`src/rtl/s_type_store_unit_pkg.sv`:
```
// s_type_store_unit_pkg: shared widths, RV32 load/store encodings and store FSM states
package s_type_store_unit_pkg;
  localparam int MSB = 31;
  localparam int LSB = 0;
  localparam logic [6:0] STORE_OP = 7'b0100011;
  localparam logic [2:0] LB  = 3'b000;
  localparam logic [2:0] LH  = 3'b001;
  localparam logic [2:0] LW  = 3'b010;
  localparam logic [2:0] LBU = 3'b100;
  localparam logic [2:0] LHU = 3'b101;
  localparam logic [2:0] SB  = 3'b000;
  localparam logic [2:0] SH  = 3'b001;
  localparam logic [2:0] SW  = 3'b010;
  typedef enum logic [1:0] {IDLE, BEAT0, BEAT1} state_t;
endpackage

```
`src/rtl/s_type_store_unit_align.sv`:
```
// store_lane_align: positions store data and byte mask across two adjacent words
module store_lane_align
  import s_type_store_unit_pkg::*;
(
  input  logic [2:0]       funct3,
  input  logic [1:0]       off,
  input  logic [MSB:LSB]   rs2data,
  output logic [7:0]       mask8,
  output logic [63:0]      data64,
  output logic             need_beat1
);
  logic [7:0]  size_mask;
  logic [63:0] raw;
  always_comb begin
    size_mask  = funct3 == SB ? 8'h01 : funct3 == SH ? 8'h03 : 8'h0f;
    raw        = funct3 == SB ? {56'b0, rs2data[7:0]} : funct3 == SH ? {48'b0, rs2data[15:0]} : {32'b0, rs2data};
    mask8      = size_mask << off;
    data64     = raw << {off, 3'b000};
    need_beat1 = |mask8[7:4];
  end
endmodule

```
`src/rtl/s_type_store_unit.sv`:
```
// s_type_store_unit: turns SB/SH/SW into aligned strobed write beats, splitting word-crossing stores
module s_type_store_unit
  import s_type_store_unit_pkg::*;
#(
  parameter bit ALLOW_MISALIGNED = 1'b1
) (
  input  logic             clk,
  input  logic             rst_n,
  input  logic             req_valid,
  output logic             req_ready,
  input  logic [MSB:LSB]   idata,
  input  logic [MSB:LSB]   daddr,
  input  logic [MSB:LSB]   rs2data,
  output logic             mem_valid,
  input  logic             mem_ready,
  output logic [MSB:LSB]   mem_addr,
  output logic [MSB:LSB]   mem_wdata,
  output logic [3:0]       mem_wstrb,
  output logic             done,
  output logic             err
);
  state_t         state, state_n;
  logic [7:0]     mask8;
  logic [63:0]    data64;
  logic           need_beat1, legal, accept, reject, go, hs, last;
  logic [MSB:LSB] b1_addr, b1_wdata, base;
  logic [3:0]     b1_wstrb;
  logic           unused_bits;
  store_lane_align u_align (
    .funct3    (idata[14:12]),
    .off       (daddr[1:0]),
    .rs2data   (rs2data),
    .mask8     (mask8),
    .data64    (data64),
    .need_beat1(need_beat1)
  );
  assign unused_bits = ^{idata[31:15], idata[11:7]};
  assign req_ready   = state == IDLE;
  assign mem_valid   = state != IDLE;
  assign base        = {daddr[MSB:2], 2'b00};
  always_comb begin
    legal  = idata[6:0] == STORE_OP && (idata[14:12] == SB || idata[14:12] == SH || idata[14:12] == SW);
    accept = req_valid && req_ready;
    reject = accept && (!legal || (need_beat1 && !ALLOW_MISALIGNED));
    go     = accept && !reject;
    hs     = mem_valid && mem_ready;
    // an empty beat1 strobe marks a store that fits in one word
    last   = state == BEAT1 || (state == BEAT0 && b1_wstrb == 4'b0);
    state_n = state == IDLE ? (go ? BEAT0 : IDLE) : !hs ? state : last ? IDLE : BEAT1;
  end
  always_ff @(posedge clk or negedge rst_n) begin
    if (!rst_n) state <= IDLE;
    else state <= state_n;
  end
  always_ff @(posedge clk or negedge rst_n) begin
    if (!rst_n) begin
      mem_addr  <= '0;
      mem_wdata <= '0;
      mem_wstrb <= '0;
      b1_addr   <= '0;
      b1_wdata  <= '0;
      b1_wstrb  <= '0;
      done      <= 1'b0;
      err       <= 1'b0;
    end else begin
      done <= hs && last;
      err  <= reject;
      if (go) begin
        mem_addr  <= base;
        mem_wdata <= data64[31:0];
        mem_wstrb <= mask8[3:0];
        b1_addr   <= base + 32'd4;
        b1_wdata  <= data64[63:32];
        b1_wstrb  <= mask8[7:4];
      end else if (hs) begin
        mem_addr  <= last ? '0 : b1_addr;
        mem_wdata <= last ? '0 : b1_wdata;
        mem_wstrb <= last ? '0 : b1_wstrb;
      end
    end
  end
endmodule

```
`config.mk`:
```
export PLATFORM = sky130hd
export DESIGN_NAME = s_type_store_unit
export DESIGN_NICKNAME = d
export VERILOG_FILES = /design/src/rtl/s_type_store_unit_pkg.sv /design/src/rtl/s_type_store_unit_align.sv /design/src/rtl/s_type_store_unit.sv
export SDC_FILE = /design/constraint.sdc
export NUM_CORES = 1
export LEC_CHECK = 0
export ABC_CLOCK_PERIOD_IN_PS = 1800
export CORE_MARGIN = 2
export CORE_UTILIZATION = 60
export CTS_BUF_LIST = sky130_fd_sc_hd__clkbuf_4
export DETAILED_ROUTE_END_ITERATION = 10
export DONT_BUFFER_PORTS = 1
export PLACE_DENSITY_LB_ADDON = 0.15
export SLEW_MARGIN = 40
export SYNTH_ARGS = -nofsm -noshare
export SYNTH_HDL_FRONTEND = slang
export SYNTH_HIERARCHICAL = 1
export SYNTH_SLANG_ARGS = --single-unit
```
`constraint.sdc`:
```
create_clock -name clk -period 1.8 [get_ports clk]
set_input_delay 0.54 -clock clk [delete_from_list [all_inputs] [get_ports clk]]
set_output_delay 0.54 -clock clk [all_outputs]
set_load 0.01 [all_outputs]
```
== Word-level counts from Yosys, hierarchy flattened ==
Cells that the tools add are included.
Word-level totals
  bits in registers: 140
  input bits: 100
  output and inout port bits: 72
  word-level logic and storage cells: 52
Cells by class
  add/subtract/negate cells: 1
  equal/unequal tests: 5
  shift-type cells: 2
  mux-type cells: 17
  reductions and logical operators: 18
Operator list (count)
  $mux 32: 7
  $mux 64: 1
  $shl 64x5->64: 1
  $add 32x3->32 const B: 1
  $mux 4: 4
  $mux 8: 1
  $shl 8x2->8: 1
  $eq 7x6->1 const B: 1
  $logic_and 1x1->1: 7
  $mux 2: 3
  $reduce_bool 2->1: 3
  $logic_not 4->1: 1
  $eq 3x1->1 const B: 1
  $eq 3x2->1 const B: 1
  $logic_not 3->1: 1
  $logic_or 1x1->1: 3
  $eq 2x1->1 const B: 1
  $eq 2x2->1 const B: 1
  $logic_not 1->1: 2
  $logic_not 2->1: 1
  $mux 1: 1

== Logic depth before layout (Yosys ltp) ==
Gate-level depths: netlist of run 1.
  depth in word-level cells: 10
  depth in mapped cells: 8
  depth with buffers taken out: 6

== By module ==
Netlist of run 1, hierarchy kept.
By module, submodules not included
  s_type_store_unit: times used 1, cells each 662, area each 6439.9 sq um, sequential area each 3403.3 sq um
  store_lane_align: times used 1, cells each 166, area each 1023.5 sq um, sequential area each 0.0 sq um

== Least setup slack after synthesis of run 1 ==
No wires, ideal clock.
  path kind: input -> register
  from: in req_valid
  to: reg mem_addr[10] in the netlist's numbering
  setup time: 120 ps
  data arrival time: 1769 ps
  data required time: 1680 ps
  path slack: -89 ps
  cell stages on the path: 8
  path buffers: 3
  cells stage by stage: or3b_1 and4bb_1 buf_4 nor2_1 buf_6 buf_6 a22oi_2 nand2_1
Between the ends
  cells in the longest elaborated chain, start to end: 5
  elaborated cells between the ends (all ways): 6
  those cells by class: 1 x mux; 5 x reduce/logical
RTL lines
  from (decl): line s_type_store_unit.sv:9  | input logic req_valid,
  $logic_and 1x1->1 (*): line s_type_store_unit.sv:43  | accept = req_valid && req_ready;
  $logic_and 1x1->1: line s_type_store_unit.sv:44  | reject = accept && (!legal || (need_beat1 && !ALLOW_MISALIGNED));
  $logic_not 1->1: line s_type_store_unit.sv:45  | go = accept && !reject;
  $logic_and 1x1->1 (*): line s_type_store_unit.sv:45
  $mux 32 / $reduce_bool 2->1 (equally long branches)
  to (signal assigned): line s_type_store_unit.sv:69  | mem_addr <= base;
  to (signal assigned): line s_type_store_unit.sv:76  | mem_addr <= last ? '0 : b1_addr;
  to (decl): line s_type_store_unit.sv:16  | output logic [MSB:LSB] mem_addr,
Mark *: on every way between the ends. The rest lies on a longest branch, timed or not.
A chain may end at the register's enable or synchronous reset.

== Worst setup path after layout of run 1 ==
  from: reg state[1]
  to: reg mem_addr[22] in the netlist's numbering
Between the ends
  cells in the longest elaborated chain, start to end: 6
  elaborated cells between the ends (all ways): 15
  those cells by class: 2 x eq/ne; 3 x mux; 10 x reduce/logical
RTL lines
  from (decl): line s_type_store_unit.sv:22  | state_t state, state_n;
  from (signal assigned): line s_type_store_unit.sv:53  | else state <= state_n;
  $eq 2x1->1 / $logic_not 2->1 (equally long branches): line s_type_store_unit.sv:48, s_type_store_unit.sv:38
  $logic_and 1x1->1 (on tied branches): line s_type_store_unit.sv:48, s_type_store_unit.sv:43
  $logic_or 1x1->1 / $logic_and 1x1->1 (equally long branches): line s_type_store_unit.sv:48, s_type_store_unit.sv:44
  $mux 32 / $logic_not 1->1 (equally long branches): line s_type_store_unit.sv:76, s_type_store_unit.sv:45
  $mux 32 / $logic_and 1x1->1 (equally long branches): line s_type_store_unit.sv:75, s_type_store_unit.sv:45
  $mux 32 / $reduce_bool 2->1 (equally long branches)
Several ways; a longest one is shown, not always the timed one. The select of a mux whose other input is x is not followed.

==> results.ini, run 1 <==
[run_status]
status=finished with violations
violations=negative hold slack, negative setup slack

[clock_tree]
cts_root_buf=clkbuf_4
clkTransAtPathRegs_ps=120
h-tree-depth=4
clkLatencyLatePin_ps=560
cts_buffer_depth=2
clock_sink_count=136
numCtsBuffers=17
cts_tree=yes

[grt]
grt_overflow=0
grt_pass1_wl_um=31000
grt_start_max_net_pins=137
track_usage=0.302
antenna_found_initial=0
grt_pass1_vias=5856

[synth]
syn_avg_cell_area_um2=9.02
synth_area_um2=7460
yosys_warnings=6
syn_inst=827

[sta]
tightest_slew_ps=556
hold_ws_ps=-354
setup_tns_ps=-5910
fin_skew_ps=10.5
slew_headroom=0.628
fin_crit_ps=1930
period_share=1.07
fmaxAchievable_mhz=519
setup_slack_ps=-126
final_hold_viol_count=136
rsz0062_at_grt=true
slew_violations=0
setup_viol=91

[worst_setup_path]
endpoint_kind=register
crit_path_max_incr_delay_ps=450
r2r_start=state[1]
crit_type=register to register
startpoint=state[1]
cp.arrival_ps=2380
worstSetupStartpointType=register
crit_path_cell_trace=or3b_4, and4bb_4, nor2_4, buf_12, a22oi_2, nand2_1
cpMaxStageDelayCell=and4bb_4
crit_family=simple AND/OR/NAND/NOR gates
critical_path_required_ps=2260
crit_buf_inv=1
cp_max_fo=14

[job]
drv_cap=0

[worst_hold_path]
holdCritPathClass=input port to asynchronous set/reset pin

[floorplanning]
coreArea_um2=12100
start_util=0.618
die_area_um2=13300
die_y_um=115
ioPinCount=172
die_w_um=115
rows=40

[finish]
nets=938
fin_util=0.713
synthToLayoutAreaGrowth_pct=15.3
final_cell_mix=nand2_1 (196), dfrtp_1 (136), nand3_1 (81)
final-instance-count-excl-fill=1018
diodes=0
stdcell_area_um2=8600
layout.cells.most_common=nand2_1
drive_gt1_frac=0.229

[detailed_routing]
drt_iter0_markers=721
wl_per_cell_um=20.4
via_count=6307
viasPerCell=6.20
wl_um=20800
postRouteAntennaNets=0
dr.pass1.iters=5
drc_errors=0

[power]
power.density_nw_per_um2=670
p_total_mw=5.76
peakVddDrop_mv=0.444
p_leak_nw=4.12

[placed_design]
port_buffers=0
place_area_um2=7710
place.gp.congestion=0.953
dp_hpwl_um=12500
place_ws_ps=-184
numPlacedInstances=963

[where the power goes]
part | internal (mW) | switching [mW]
Clock | 0.677 | 1.11
Sequential | 3.18 | 0.151
Combinational | 0.320 | 0.321
Total | 4.18 | 1.58
[state kept, by name (all words and copies together) (netlist names)]
signal	flops
state	2
b1_wdata	32
err	1
mem_addr	30
mem_wdata	32
b1_addr	30
mem_wstrb	4
done	1
b1_wstrb	4
[worst paths after layout]
check	end	slack, ps	cells after the start
worst max register to register	mem_addr[22]	-130	6
max in group asynchronous	mem_wdata[10]	1930	0
min in group clk	state[0]	40	1
worst min register to register	b1_wdata[31]	480	2
worst min-delay path	mem_wdata[8]	-350	0
worst max-delay path	mem_addr[22]	-130	6
[timing repair]
| action | 4_1_cts | 5_1_grt |
|---|---|---|
| hold endpoints to repair | 136 | 136 |
| setup endpoints to repair | 67 | 105 |
| cloned | 2 | 12 |
| resized for setup | 13 | 56 |
| pin swaps | 4 | 43 |
| setup buffers | 6 | 4 |
[worst register-to-register path: stages (launching register included)]
cell and delay, ps:
dfrtp_1 410, or3b_4 410, and4bb_4 460, nor2_4 130, buf_12 200, a22oi_2 140
nand2_1 80
[per-layer routing]
layer,vias up,wire length (um),track usage,part of all wire
met4,0,728,0.119,0.035
li1,2865,-,-,-
met1,3037,8470,0.420,0.41
met3,61,2200,0.0957,0.11
met5,-,0,0,0
met2,344,9390,0.443,0.45
[cell type report]
type / instances / area (um2)
fill: 887 / 3460
multi-input combinational: 615 / 3810
clock buffer: 19 / 143
clock inverter: 13 / 87.6
sequential: 136 / 3400
timing repair buffer: 59 / 907
inverter: 8 / 32.5
tap: 168 / 210
Power figures use the tool's default switching activity.
==> inputs of run 2 (changes only) <==
--- a/config.mk
+++ b/config.mk
@@ -11,6 +11,7 @@
 export CTS_BUF_LIST = sky130_fd_sc_hd__clkbuf_4
 export DETAILED_ROUTE_END_ITERATION = 10
 export DONT_BUFFER_PORTS = 1
+export GPL_TIMING_DRIVEN = 0
 export PLACE_DENSITY_LB_ADDON = 0.15
 export SLEW_MARGIN = 40
 export SYNTH_ARGS = -nofsm -noshare
==> results.ini, run 2 (synthesis results as in run 1) <==
[finish]
synthToLayoutAreaGrowth_pct=19.4
fillers=814  ; -8.2%
top_regs=b1_wdata (32), mem_wdata (32)
multiInputGateArea_um2=3890  ; +1.9%
drive_gt1_frac=0.274  ; +0.0444
diodes=0  ; unchanged
nets=979  ; +4.4%
regArea_um2=3400  ; unchanged
layout.cells.most_common=nand2_1
final_cell_mix=nand2_1 (183), dfrtp_1 (136), nand3_1 (74)

[sta]
fmaxAchievable_mhz=487  ; -6.1%
tightest_slew_ps=726  ; +170 ps
period_share=1.14  ; +0.0700
setup_tns_ps=-15930  ; -10,020 ps
final_hold_viol_count=136  ; unchanged
setup_viol=122  ; +34%
setup_slack_ps=-252  ; -126 ps
rsz0062_at_grt=true
slew_headroom=0.516  ; -0.112
fin_crit_ps=2050  ; +126 ps
slew_violations=0  ; unchanged
hold_ws_ps=-357  ; -3.25 ps
fin_skew_ps=26.5  ; +16.0 ps

[detailed_routing]
postRouteAntennaNets=0  ; unchanged
dr.pass1.iters=5  ; unchanged
wl_um=24600  ; +18%
viasPerCell=6.41  ; +3.5%
drt_iter0_markers=767  ; +6.4%
wl_per_cell_um=23.2  ; +14%
drc_errors=0  ; unchanged
via_count=6792  ; +7.7%

[power]
intPower_mw=4.41  ; +5.4%
power_frac_comb=0.121  ; +0.010
power.density_nw_per_um2=686  ; +2.4%
seq_power_share=0.548  ; -0.031
clock_power_share=0.332  ; +0.022
switchingPower_mw=1.71  ; +7.9%
switching_share=0.279  ; +0.00462
peakVddDrop_mv=0.732  ; +65%
p_leak_nw=4.23  ; +2.6%
p_total_mw=6.11  ; +6.1%

[clock_tree]
clkTransAtPathRegs_ps=130  ; about the same
numCtsBuffers=17  ; unchanged
cts_buffer_depth=2  ; unchanged
cts_tree=yes
h-tree-depth=4  ; unchanged
clock_sink_count=136  ; unchanged
cts_root_buf=clkbuf_4
clkLatencyLatePin_ps=580  ; +20 ps

[worst_hold_path]
holdCritPathClass=input port to asynchronous set/reset pin

[worst_setup_path]
endpoint_kind=register
cp.arrival_ps=2520  ; +140 ps
crit_type=register to register
critical_path_required_ps=2270  ; about the same
worstSetupStartpointType=register
cp_max_fo=5  ; -9

[placed_design]
dp_hpwl_um=15600  ; +25%
port_buffers=0  ; unchanged
place.gp.congestion=0.946  ; -0.73%

[run_status]
violations=negative hold slack, negative setup slack
status=finished with violations

[floorplanning]
die_area_um2=13300  ; unchanged
die_y_um=115  ; unchanged
rows=40  ; unchanged
start_util=0.618  ; unchanged
coreArea_um2=12100  ; unchanged
die_w_um=115  ; unchanged
ioPinCount=172  ; unchanged

[grt]
grt_pass1_wl_um=34900  ; +12%
antenna_found_initial=0  ; unchanged
grt_pass1_vias=6412  ; +9.5%
track_usage=0.345  ; +0.0431
grt_overflow=0  ; unchanged
grt_start_max_net_pins=137  ; unchanged

[job]
drv_cap=0  ; unchanged

[run 2: cell count changes in the layout (fill, tap and decap cells not counted), sizes merged]
| cell | change |
|---|---|
| bufinv | +1 |
| clkinv | -3 |
| clkinvlp | -1 |
| buf | +24 |
| clkbuf | +20 |
| nor2 | -1 |
| dlygate4sd3 | +1 |
[run 2: final cells by class]
type                       count  area share
inverter                       8     0.00337
timing repair buffer          25      0.0429
clock inverter                10      0.0117
multi-input combinational    614       0.437
tap                          168      0.0236
sequential                   136       0.382
buffer                        76      0.0812
clock buffer                  22      0.0185
[run 2: final timing paths]
| kind | depth (start not counted) | from | slack, ps | endpoint |
|---|---|---|---|---|
| max | 8 | state[0] | -250 | mem_addr[4] |
| min | 0 | rst_n | -360 | mem_wdata[2] |
| max reg2reg | 8 | state[0] | -250 | mem_addr[4] |
| min reg2reg | 2 | b1_wdata[8] | 490 | b1_wdata[8] |
| max in group asynchronous | 0 | rst_n | 1870 | mem_addr[28] |
| min in group clk | 1 | mem_ready | 30 | state[1] |
[run 2: what timing repair did]
action,CTS,global route
resized for setup,42,146
endpoints found under the setup margin,128,129
gates cloned,2,8
buffers inserted,5,9
hold endpoints to repair,136,137
pin swaps,7,36
[run 2: power groups by stage]
| stage | sequential [mW] | clock, mW | combinational (mW) |
|---|---|---|---|
| 5_1_grt | 3.36 | 2.14 | 0.790 |
| 6_report | 3.35 | 2.03 | 0.737 |
| 2_1_floorplan | 3.36 | 0 | 0.472 |
| 3_3_place_gp | 3.39 | 0 | 0.591 |
| 4_1_cts | 3.33 | 2.01 | 0.641 |
| 3_5_place_dp | 3.39 | 0 | 0.604 |
[run 2: critical path: stages, from the launching register on]
cell,delay [ps]
dfrtp_1,430
or3b_4,410
and4bb_1,300
buf_6,150
nor2_4,80
clkbuf_16,200
clkbuf_16,160
a22oi_2,130
nand2_1,70
[run 2: metrics by stage]
stage	cells	worst slack, ps	hold slack (ps)	utilization	cell area [um2]
after CTS	1043	-140	-373	0.680	8210
after floorplan	836	-69.1	244	-	7510
final	1059	-252	-357	0.738	8900
after global placement	1004	-500	247	0.640	7720
after detailed placement	1004	-516	247	0.640	7720
after global routing	1059	-282	-398	0.738	8900
[run 2: routing by layer]
metal | wire (um) | global-route usage
met1 | 9600 | 0.465
met5 | 0 | 0
met3 | 2620 | 0.110
met4 | 638 | 0.110
met2 | 11700 | 0.534
==> inputs of run 3 (changes only) <==
--- a/config.mk
+++ b/config.mk
@@ -12,6 +12,7 @@
 export DETAILED_ROUTE_END_ITERATION = 10
 export DONT_BUFFER_PORTS = 1
 export GPL_TIMING_DRIVEN = 0
+export HOLD_SLACK_MARGIN = 0.1
 export PLACE_DENSITY_LB_ADDON = 0.15
 export SLEW_MARGIN = 40
 export SYNTH_ARGS = -nofsm -noshare
==> results.ini, run 3 (synthesis results as in run 1) <==
[floorplanning]
ioPinCount=172  ; unchanged
die_y_um=115  ; unchanged
die_area_um2=13300  ; unchanged
die_w_um=115  ; unchanged
coreArea_um2=12100  ; unchanged
rows=40  ; unchanged
start_util=0.618  ; unchanged

[finish]
final_cell_mix=nand2_1 (159), dfrtp_1 (136), nand3_1 (75)
stdcell_area_um2=9240  ; +3.7%
top_regs=b1_wdata (32), mem_wdata (32)
fillers=729  ; -10%
synthToLayoutAreaGrowth_pct=23.9
nets=1007  ; +2.9%
diodes=0  ; unchanged
final-instance-count-excl-fill=1087  ; +2.6%
regArea_um2=3400  ; unchanged
drive_gt1_frac=0.287  ; +0.0134
layout.cells.most_common=nand2_1
multiInputGateArea_um2=3930  ; +1.1%

[placed_design]
numPlacedInstances=1004  ; unchanged
port_buffers=0  ; unchanged
place_area_um2=7720  ; unchanged
place.gp.congestion=0.946  ; unchanged
dp_hpwl_um=15600  ; unchanged
place_ws_ps=-516  ; unchanged

[detailed_routing]
drt-met1-wl_um=9830  ; +2.3%
postRouteAntennaNets=0  ; unchanged
via_count=6933  ; +2.1%
wl_um=25000  ; +1.8%
wl_per_cell_um=23.0  ; -0.84%
routed.top_layer=met4
drt_iter0_markers=803  ; +4.7%
routed-wl-met3_um=2690  ; +2.5%
route.met2.wl_um=11800  ; +0.24%
viasPerCell=6.38  ; -0.55%
dr.pass1.iters=6  ; +1
drc_errors=0  ; unchanged

[sta]
setup_slack_ps=-272  ; -19.6 ps
slew_violations=0  ; unchanged
slew_headroom=0.527  ; +0.0104
fin_crit_ps=2070  ; +19.6 ps
fin_skew_ps=33.0  ; +6.51 ps
rsz0062_at_grt=true
setup_viol=122  ; unchanged
tightest_slew_ps=710  ; -15.6 ps
fmaxAchievable_mhz=483  ; -0.94%
period_share=1.15  ; +0.0109
hold_ws_ps=-356  ; +0.419 ps
final_hold_viol_count=136  ; unchanged

[worst_setup_path]
critical_path_required_ps=2250  ; -20 ps
crit_type=register to register
ff2ff_setup_slack_ps=-270  ; -20 ps
cp.arrival_ps=2520  ; about the same
endpoint_kind=register
worstSetupStartpointType=register
startpoint=state[0]
crit_end=mem_addr[21]
crit_path_max_incr_delay_ps=430  ; about the same
crit_path_cell_trace=or3b_4, and4bb_1, buf_6, nor2_4, buf_12, clkbuf_16, a22oi_2, nand2_1
cp_max_fo=8  ; +3
ff2ff_path_depth=8  ; unchanged
rr_endpoint=mem_addr[21]
r2r_start=state[0]
cpMaxStageDelayCell=dfrtp_1

[clock_tree]
clock_sink_count=136  ; unchanged
h-tree-depth=4  ; unchanged
cts_root_buf=clkbuf_4
numCtsBuffers=17  ; unchanged
clkLatencyLatePin_ps=580  ; about the same
cts_tree=yes
cts_buffer_depth=2  ; unchanged
clkTransAtPathRegs_ps=130  ; about the same

[power]
p_total_mw=6.12  ; +0.19%
peakVddDrop_mv=0.680  ; -7.1%
seq_power_share=0.546  ; -0.002
switchingPower_mw=1.70  ; -0.20%
p_leak_nw=4.48  ; +6.0%
power.density_nw_per_um2=663  ; -3.4%
power_frac_comb=0.125  ; +0.004
switching_share=0.278  ; -0.00108
clock_power_share=0.328  ; -0.004
intPower_mw=4.42  ; +0.34%

[job]
drv_cap=0  ; unchanged

[run_status]
violations=negative hold slack, negative setup slack
status=finished with violations

[grt]
grt_pass1_wl_um=35200  ; +1.0%
antenna_found_initial=0  ; unchanged
track_usage=0.349  ; +0.00390
grt_start_max_net_pins=137  ; unchanged
grt_overflow=0  ; unchanged
grt_pass1_vias=6504  ; +1.4%

[worst_hold_path]
holdCritPathClass=input port to asynchronous set/reset pin

[run 3: repair_timing]
item | in CTS | in global routing
endpoints found under the hold margin | 153 | 140
gates resized for setup | 42 | 154
endpoints found under the setup margin | 128 | 127
cloned | 2 | 9
buffers inserted | 5 | 17
hold buffers | 15 | 4
pin swaps | 7 | 70
[run 3: metrics by stage]
stage | setup TNS (ps) | util | hold slack (ps)
finish | -16740 | 0.766 | -356
CTS | -9300 | 0.693 | -373
global placement | -38680 | 0.640 | 247
global route | -21240 | 0.766 | -405
floorplan | -3600 | - | 244
detailed placement | -41160 | 0.640 | 247
[run 3: final cells by class]
class | count | share of cell area
Sequential cell | 136 | 0.368
Timing Repair Buffer | 52 | 0.0741
Inverter | 8 | 0.00325
Multi-Input combinational cell | 614 | 0.425
Buffer | 77 | 0.0768
Tap cell | 168 | 0.0228
Clock inverter | 10 | 0.0112
Clock buffer | 22 | 0.0179
[run 3: power by group through the flow]
stage	combinational, mW	sequential [mW]	clock [mW]
floorplan	0.472	3.36	0
global placement	0.591	3.39	0
detailed placement	0.604	3.39	0
CTS	0.671	3.33	2.01
global route	0.822	3.36	2.14
finish	0.767	3.34	2.01
[run 3: worst max-delay path, delay by kind of cell (launching register included)]
kind | cells | cell delay [ps]
buf+inv | 3 | 480
flops | 1 | 430
simple gates | 4 | 860
compound gates | 1 | 150
[run 3: routing by layer]
layer,track usage,vias up
met5,0,-
met4,0.113,0
met3,0.112,86
met2,0.545,462
met1,0.464,3387
li1,-,2998
[run 3: worst min path at each step]
| stage | start | endpoint | slack [ps] | cells after the start |
|---|---|---|---|---|
| global route | rst_n | mem_wdata[2] | -400 | 0 |
| floorplan | rst_n | b1_addr[10] | 240 | 0 |
| detailed placement | rst_n | mem_wdata[3] | 250 | 0 |
| finish | rst_n | b1_addr[2] | -360 | 0 |
| CTS | rst_n | mem_wdata[0] | -370 | 0 |
| global placement | rst_n | mem_wdata[2] | 250 | 0 |
